`src/rtl/alu_mdu_pkg.sv`:
```
// Shared opcode, FSM-state and op-class definitions for the clocked ALU/MDU.
package alu_mdu_pkg;

  localparam logic [2:0] OP_AND  = 3'b000;
  localparam logic [2:0] OP_OR   = 3'b001;
  localparam logic [2:0] OP_ADD  = 3'b010;
  localparam logic [2:0] OP_SUB  = 3'b011;
  localparam logic [2:0] OP_SLT  = 3'b100;
  localparam logic [2:0] OP_NOR  = 3'b101;
  localparam logic [2:0] OP_MULTU = 3'b110;
  localparam logic [2:0] OP_DIVU  = 3'b111;

  typedef enum logic [1:0] {IDLE, MUL, DIV, DONE} state_t;

  function automatic logic is_multicycle(input logic [2:0] s);
    return s[2] & s[1];
  endfunction

endpackage

```
`src/rtl/alu_comb.sv`:
```
// Combinational single-cycle ALU: AND/OR/ADD/SUB/SLT/NOR, wrapping arithmetic.
module alu_comb
  import alu_mdu_pkg::*;
#(
  parameter int WIDTH = 32
) (
  input  logic [2:0]       op,
  input  logic [WIDTH-1:0] a,
  input  logic [WIDTH-1:0] b,
  output logic [WIDTH-1:0] y
);

  always_comb begin
    y = '0;
    case (op)
      OP_AND: y = a & b;
      OP_OR:  y = a | b;
      OP_ADD: y = a + b;
      OP_SUB: y = a - b;
      OP_SLT: y = {{(WIDTH-1){1'b0}}, ($signed(a) < $signed(b))};
      OP_NOR: y = ~(a | b);
      default: y = '0;
    endcase
  end

endmodule

```
`src/rtl/alu_mdu.sv`:
```
// Clocked ALU with iterative unsigned multiply (shift-add) and restoring divide
// producing a HI/LO pair; busy stalls the EX stage while an op is in flight.
module alu_mdu
  import alu_mdu_pkg::*;
#(
  parameter int WIDTH = 32
) (
  input  logic             clk,
  input  logic             rst,
  input  logic             start,
  input  logic [2:0]       sel,
  input  logic [WIDTH-1:0] data1,
  input  logic [WIDTH-1:0] data2,
  output logic             busy,
  output logic             done,
  output logic [WIDTH-1:0] out,
  output logic [WIDTH-1:0] hi,
  output logic             zero,
  output logic             div_by_zero
);

  localparam int CNT_W = $clog2(WIDTH) + 1;

  state_t state, state_n;

  logic [CNT_W-1:0] cnt;
  logic [WIDTH-1:0] wh, wl, b_r;
  logic [WIDTH-1:0] wh_n, wl_n;
  logic [WIDTH-1:0] alu_y;
  logic [WIDTH:0]   sum, sh;
  logic [WIDTH-1:0] dif;
  logic             last;

  alu_comb #(.WIDTH(WIDTH)) u_alu_comb (
    .op (sel),
    .a  (data1),
    .b  (data2),
    .y  (alu_y)
  );

  assign last = (cnt == CNT_W'(WIDTH - 1));
  assign zero = (out == '0);

  always_ff @(posedge clk) begin
    if (rst) state <= IDLE;
    else     state <= state_n;
  end

  always_comb begin
    state_n = state;
    busy    = (state != IDLE);
    done    = (state == DONE);
    case (state)
      IDLE: begin
        if (start) begin
          if (!is_multicycle(sel))  state_n = DONE;
          else if (sel == OP_MULTU) state_n = MUL;
          else if (data2 == '0)     state_n = DONE;
          else                      state_n = DIV;
        end
      end
      MUL, DIV: if (last) state_n = DONE;
      DONE:     state_n = IDLE;
      default:  state_n = IDLE;
    endcase
  end

  // wh:wl is the working pair: {partial product, multiplier} for MUL,
  // {partial remainder, dividend/quotient shift register} for DIV.
  always_comb begin
    wh_n = wh;
    wl_n = wl;
    sum  = {1'b0, wh} + (wl[0] ? {1'b0, b_r} : '0);
    sh   = {wh, wl[WIDTH-1]};
    dif  = sh[WIDTH-1:0] - b_r;
    if (state == MUL) begin
      wh_n = sum[WIDTH:1];
      wl_n = {sum[0], wl[WIDTH-1:1]};
    end else if (state == DIV) begin
      if (sh >= {1'b0, b_r}) begin
        wh_n = dif;
        wl_n = {wl[WIDTH-2:0], 1'b1};
      end else begin
        wh_n = sh[WIDTH-1:0];
        wl_n = {wl[WIDTH-2:0], 1'b0};
      end
    end
  end

  always_ff @(posedge clk) begin
    if (rst) begin
      out         <= '0;
      hi          <= '0;
      div_by_zero <= 1'b0;
      cnt         <= '0;
      wh          <= '0;
      wl          <= '0;
      b_r         <= '0;
    end else begin
      case (state)
        IDLE: begin
          if (start) begin
            if (!is_multicycle(sel)) begin
              out         <= alu_y;
              div_by_zero <= 1'b0;
            end else if (sel == OP_DIVU && data2 == '0) begin
              out         <= '1;
              hi          <= data1;
              div_by_zero <= 1'b1;
            end else begin
              wh  <= '0;
              wl  <= data1;
              b_r <= data2;
              cnt <= '0;
            end
          end
        end
        MUL, DIV: begin
          wh  <= wh_n;
          wl  <= wl_n;
          cnt <= cnt + CNT_W'(1);
          if (last) begin
            out         <= wl_n;
            hi          <= wh_n;
            div_by_zero <= 1'b0;
          end
        end
        default: ;
      endcase
    end
  end

endmodule

```
`config.mk`:
```
export PLATFORM = sky130hd
export DESIGN_NAME = alu_mdu
export DESIGN_NICKNAME = d
export VERILOG_FILES = /design/src/rtl/alu_mdu_pkg.sv /design/src/rtl/alu_comb.sv /design/src/rtl/alu_mdu.sv
export SDC_FILE = /design/constraint.sdc
export NUM_CORES = 1
export LEC_CHECK = 0
export ABC_AREA = 1
export CORE_MARGIN = 4
export CORE_UTILIZATION = 40
export CTS_CLUSTER_DIAMETER = 150
export CTS_CLUSTER_SIZE = 14
export DETAILED_ROUTE_END_ITERATION = 6
export SYNTH_ARGS = -nofsm -noshare
export SYNTH_HDL_FRONTEND = slang
export SYNTH_SLANG_ARGS = --single-unit
```
`constraint.sdc`:
```
create_clock -name clk -period 3.1 [get_ports clk]
set_input_delay 0.62 -clock clk [delete_from_list [all_inputs] [get_ports clk]]
set_output_delay 0.62 -clock clk [all_outputs]
set_load 0.005 [all_outputs]
```
## After elaboration in Yosys (flattened, before gate mapping)

Cells that the tools add are included.

| operators by class | value |
|---|---|
| muxes and demuxes | 41 |
| bitwise operators | 5 |
| $lt $le $gt $ge | 2 |
| add/subtract/negate cells | 5 |
| reduce and logical (&&, ||, !) cells | 13 |
| equality and inequality tests | 17 |

Operator list:

| operator | count |
|---|---|
| 32-bit 2-to-1 mux | 20 |
| 32-bit case mux with 2 select lines | 4 |
| 32-bit case mux with 6 select lines | 1 |
| 32-bit logical NOT | 2 |
| 32-bit subtractor | 2 |
| 32-bit by 32-bit adder with 33-bit output | 1 |
| 33-bit by 32-bit greater-or-equal comparator with 1-bit output | 1 |
| 32-bit adder | 1 |
| 32-bit AND | 1 |
| 32-bit < comparator | 1 |
| 32-bit inverter | 1 |
| 32-bit bitwise OR | 1 |
| 6-bit 2-to-1 mux | 3 |
| 3-bit equality test, second input constant | 4 |
| 6-bit case mux with 2 select lines | 1 |
| 4-bit AND reduction | 3 |
| 2-bit != test, second input constant | 5 |
| 2-bit 2-to-1 mux | 4 |
| 6-bit by 1-bit adder with 6-bit output, second input constant | 1 |
| 3-bit by 2-bit equality test with 1-bit output, second input constant | 2 |
| 6-bit by 5-bit equality test with 1-bit output, second input constant | 1 |
| 1-bit 2-to-1 mux | 6 |
| 2-bit case mux with 3 select lines | 1 |
| 5-bit AND reduction | 1 |
| 13 further kinds | 15 |

| storage, ports and cells | value |
|---|---|
| register bits after elaboration | 169 |
| logic and storage cells | 91 |
| output and inout bits | 68 |
| input bits | 70 |

## Longest topological paths before layout

| depth | value |
|---|---|
| depth after elaboration | 6 |
| mapped depth | 19 |
| depth with buffers taken out | 19 |

## By module

From an unflattened synthesis, not the netlist that was laid out.

| unflattened totals | value |
|---|---|
| cells, all modules | 3380 |
| area, all modules | 19523.7 sq um |

Modules (own cells, without submodules):

| module | seq. area each (sq um) | times used | area each (sq um) | cells an instance |
|---|---|---|---|---|
| alu_mdu | 3383.2 | 1 | 13041.3 | 2099 |
| alu_comb | 0.0 | 1 | 6482.5 | 1281 |

## Worst setup path after synthesis

Ideal clock, no wire load.

| path | value |
|---|---|
| kind | flip-flop to flip-flop |
| from | register wl[0] |
| to | register wh[21] |
| path buffers | 2 |
| path slack | 382 ps |
| library setup time | 70 ps |
| period minus slack after synthesis | 2718 ps |
| required time | 3030 ps |
| data arrival time | 2648 ps |
| cell stages (with the launch flop) | 20 |
| cells stage by stage | dfxtp_1 > clkbuf_1 > clkbuf_1 > nand2_1 > inv_1 > ha_1 > inv_1 > fa_1 > o21ai_1 > nand2_1 > nand2_1 > nand3_1 > nand2_1 > nand3_1 > nand2_1 > nor2_1 > nand3b_1 > nand2_1 > nand2_1 > a21oi_1 |

| between the ends | value |
|---|---|
| word-level cells in the longest chain between the ends | 4 |

Ends and longest elaborated chain:

| item | RTL line | text |
|---|---|---|
| start: declaration | alu_mdu.sv:27 | `logic [WIDTH-1:0] wh, wl, b_r;` |
| start signal: assignment | alu_mdu.sv:112 | `wl <= data1;` |
| start signal: assignment | alu_mdu.sv:120 | `wl <= wl_n;` |
| 32-bit 2-to-1 mux | alu_mdu.sv:73 | `sum = {1'b0, wh} + (wl[0] ? {1'b0, b_r} : '0);` |
| 32-bit by 32-bit adder with 33-bit output | alu_mdu.sv:73 |  |
| 32-bit 2-to-1 mux | alu_mdu.sv:76 | `if (state == MUL) begin` |
| 32-bit case mux with 2 select lines | alu_mdu.sv:100 | `case (state)` |
| end signal: assignment | alu_mdu.sv:119 | `wh <= wh_n;` |
| end: declaration | alu_mdu.sv:27 |  |

Every way passes these cells.
A chain may end at the register's enable or synchronous reset.

## Final worst setup path

| path | value |
|---|---|
| from | register out[0] |
| to | output port zero |

| between the ends | value |
|---|---|
| word-level cells in the longest chain between the ends | 1 |

Ends and longest elaborated chain:

| item | RTL line | text |
|---|---|---|
| start: declaration | alu_mdu.sv:16 | `output logic [WIDTH-1:0] out,` |
| start signal: assignment | alu_mdu.sv:104 | `out <= alu_y;` |
| start signal: assignment | alu_mdu.sv:123 | `out <= wl_n;` |
| 32-bit logical NOT | alu_mdu.sv:42 | `assign zero = (out == '0);` |
| end: declaration | alu_mdu.sv:18 | `output logic zero,` |

Every way passes these cells.

==> key figures <==
Status
  • Run status: complete, but fails checks
  • Violations in the final reports: negative setup slack

STA
  • RSZ-0062 raised after global routing: false
  • Final setup violating endpoints: 1
  • Measured slew at the worst slew-check pin: 0.702 ns
  • Number of failing hold endpoints at the final stage: 0
  • Period utilisation layout: 100%
  • Layout Skew: 0.0167 ns
  • Worst setup margin: -0.00215 ns
  • Period minus WS final: 3.10 ns
  • Fmax: 322 MHz
  • Final-layout worst hold slack: 0.471 ns
  • Max_slew headroom: 52.7%
  • Fin. max-slew vios: 0

Worst setup path
  • Number of cells on the worst reg-to-reg path: 14
  • End of the worst register-to-register path: wh[26]$_SDFFE_PP0P_
  • Start point of the critical path: out[0]$_SDFFE_PP0P_
  • Slowest stage delay, CP: 0.55 ns
  • Required time of the worst setup path: 2.48 ns
  • Buffers and inverters on the worst path: 1
  • Worst Setup EP: zero
  • Ordered cell list for the critical path: nor4_1 > nand4_1 > nor2_2 > clkdlybuf4s50_1
  • Cell family with the largest share of critical-path delay: simple AND/OR/NAND/NOR gates
  • FF-to-FF Start: wl[0]$_SDFFE_PP0P_
  • Worst R2R Setup Slack: 0.15 ns
  • Kind of launch point of the worst setup path: flop
  • Endpoint arrival time on the critical path: 2.48 ns
  • Path type of the worst setup path: flop to primary output
  • Logic depth of the worst setup path including buffers: 4
  • Critical Path Sink Type: primary output
  • Peak fanout along the critical path: 3
  • CP max-delay cell: clkdlybuf4s50_1

Global route
  • First-pass GRT wire length: 142000 µm
  • Number of global-route vias before repair: 23200
  • Antenna violations before repair: 3
  • Maximum number of pins on one net before global-route repair: 83
  • Total GRT Usage: 37.4%
  • Total gr overflow: 0

Finish
  • Number of standard cells in the layout, taps in and fillers out: 4228
  • Share of the core filled with cells: 54.4%
  • Commonest cells after routing, fill and taps aside: nand2_1, buf_4, a21oi_1
  • Register cell area after layout: 0.00338 mm²
  • Layout cells sized above 1: 16.3%
  • Layout Area Growth over Synthesis: 34.4%
  • Fin nets: 3866
  • Fin area: 0.0247 mm²
  • Number of inserted filler cells in the final layout: 4692
  • Most common cell after layout, fill and taps aside: nand2_1
  • Combined area of the multi-input logic cells: 0.0129 mm²

Pwr
  • Leak pwr: 12.1 nW
  • Maximum vdd ir drop: 0.812 mV
  • Power per standard cell area: 911 mW/mm²
  • Power, Total: 22.5 mW

Yosys
  • Post-Synthesis Cell Area: 0.0183 mm²
  • Top post-synthesis cells by area: dfxtp_1, nand2_1, ha_1
  • Number of warnings reported in the yosys synthesis log: 0
  • Synth Net Count: 3337
  • FFs w/ async S/R, synth: 0%
  • Synth area leader: dfxtp_1
  • Number of distinct library cells after synthesis: 50
  • Syn Inst Count: 3085
  • Most instantiated flip-flop cell in the synthesis netlist: dfxtp_1
  • Register bit total from synthesis: 169
  • Number of enable flip-flop cells after synthesis: 0
  • Syn Area/Cell: 5.95 µm²
  • Share of synthesized area occupied by flip-flops and latches: 18.4%
  • Top cell type's share of synthesized area: 18.4%

Clock network
  • # clock sinks: 169
  • Number of H-tree levels: 4
  • TritonCTS buffer count: 17
  • Root cell of the clock tree: clkbuf_16
  • CTS tree: yes
  • Clk slew on worst S/H paths: 0.08 ns
  • Clock network latency to the later pin of the worst-skew pair: 0.50 ns
  • Hold-fix buffers, CTS: 0
  • Buffers from clock root to sink, at most: 2

Detailed routing
  • Routed WL: 95800 µm
  • TritonRoute pass-1 iters: 5
  • Via total after detailed routing: 24000
  • Number of vias per cell after detailed routing: 5.67
  • Initial DRC count: 2487
  • Post-route DRC violation count: 0
  • Routed len/inst: 22.7 µm
  • Residual antenna-violating net count after detailed routing: 0

Floorplan
  • Width of the die: 222 µm
  • Initial core utilization: 40.4%
  • I/O pin count: 138
  • Die outline area: 0.0494 mm²
  • Area of the core: 0.0454 mm²
  • Number of standard-cell rows in the floorplan: 78
  • Height of the die: 222 µm

Job
  • Number of violations of the max-capacitance limit: 0

Place
  • Total half-perimeter wirelength after legalization and detailed placement: 78500 µm
  • Buffers on Ports: 137
  • Total placed instance area: 0.0240 mm²
  • Instance count after placement with tap cells included: 4193
  • Routability congestion estimate from global placement: 1.06

Min path
  • Hold Path Class: flop to flop
==> area by class of cell <==
| type | count | share of cell area, % |
|---|---|---|
| clock inverters | 13 | 0.852 |
| flip-flops and latches | 169 | 13.7 |
| well taps | 600 | 3.04 |
| clock buffers | 19 | 1.75 |
| inverters | 414 | 6.32 |
| diodes | 1 | 0.0101 |
| repair buffers | 636 | 21.9 |
| multi-input cells | 2376 | 52.4 |
==> worst min path at each step <==
stage | start | end | slack (ns) | cells past startpoint
CTS | div_by_zero$_SDFFE_PP0P_ | div_by_zero$_SDFFE_PP0P_ | 0.48 | 2
floorplan | b_r[10]$_SDFFE_PP0P_ | b_r[10]$_SDFFE_PP0P_ | 0.45 | 2
finish | div_by_zero$_SDFFE_PP0P_ | div_by_zero$_SDFFE_PP0P_ | 0.47 | 2
global route | b_r[28]$_SDFFE_PP0P_ | b_r[28]$_SDFFE_PP0P_ | 0.50 | 2
global placement | div_by_zero$_SDFFE_PP0P_ | div_by_zero$_SDFFE_PP0P_ | 0.46 | 2
detailed placement | div_by_zero$_SDFFE_PP0P_ | div_by_zero$_SDFFE_PP0P_ | 0.46 | 2
==> logic make-up (layout without fill, tap and decap cells) <==
family | count (synthesis) | in the layout | share of synthesized area, %
other | 0 | 1 | 0
AND/OR/NAND/NOR | 1236 | 1236 | 28.5
flip-flops | 169 | 169 | 18.4
adder cells (fa/ha/maj) | 182 | 182 | 12.6
buffers and inverters | 540 | 1082 | 11.4
XOR/XNOR | 32 | 32 | 1.53
AO/OA/AOI/OAI | 926 | 926 | 27.5
==> routing by layer <==
metal / track usage, % / part of all wire, % / up-vias
met5: 0 / 0.039 / -
li1: - / - / 11400
met2: 61.6 / 46 / 1173
met3: 6.59 / 8.3 / 204
met4: 15.5 / 4.4 / 6
met1: 48.4 / 41 / 11200
==> Yosys cell counts (21+ instances only) <==
cell type and number:
ha_1 178, o21ai_0 362, nand2_1 654, clkbuf_1 94, nand4_1 50, xor2_1 21
o21a_1 24, nor2_1 236, inv_1 402, nand3_1 225, dfxtp_1 169, a221oi_1 24
a21oi_1 417
==> state kept, by name, summed over array words and instances, names as in the netlist <==
signal       flops
state            2
wh              32
out             32
div_by_zero      1
b_r             32
hi              32
cnt              6
wl              32
==> timing repair <==
item,4_1_cts,5_1_grt
pin swaps,0,1
setup endpoints to repair,1,17
setup buffers,0,2
resized for setup,2,13
==> worst register-to-register path: stages (launching register included) <==
cell and delay (ns):
dfxtp_2 0.35, buf_12 0.17, nand2_1 0.09, inv_1 0.04
ha_1 0.33, nand2_1 0.11, o21ai_0 0.35, a21oi_1 0.16
o21ai_0 0.36, nand3_1 0.32, nand2_1 0.15, nand2_1 0.05
nand3_1 0.10, nand3_1 0.13, a21oi_1 0.17
==> per-stage QoR <==
step	setup TNS, ns	setup WS, ns
final	-0.00215	-0.00215
after global routing	0	0.00167
after CTS	0	0.0585
after detailed placement	-8.57	-0.289
after global placement	-10.10	-0.296
after floorplan	0	0.382
==> power breakdown <==
part | total (mW) | leakage, nW | switching [mW] | internal, mW
registers | 3.76 | 1.39 | 0.770 | 2.99
logic | 16.2 | 10.4 | 10.4 | 5.86
clock network | 2.47 | 0.309 | 1.09 | 1.38
total | 22.5 | 12.1 | 12.3 | 10.2
No activity file was read; power rests on OpenSTA's default activity.
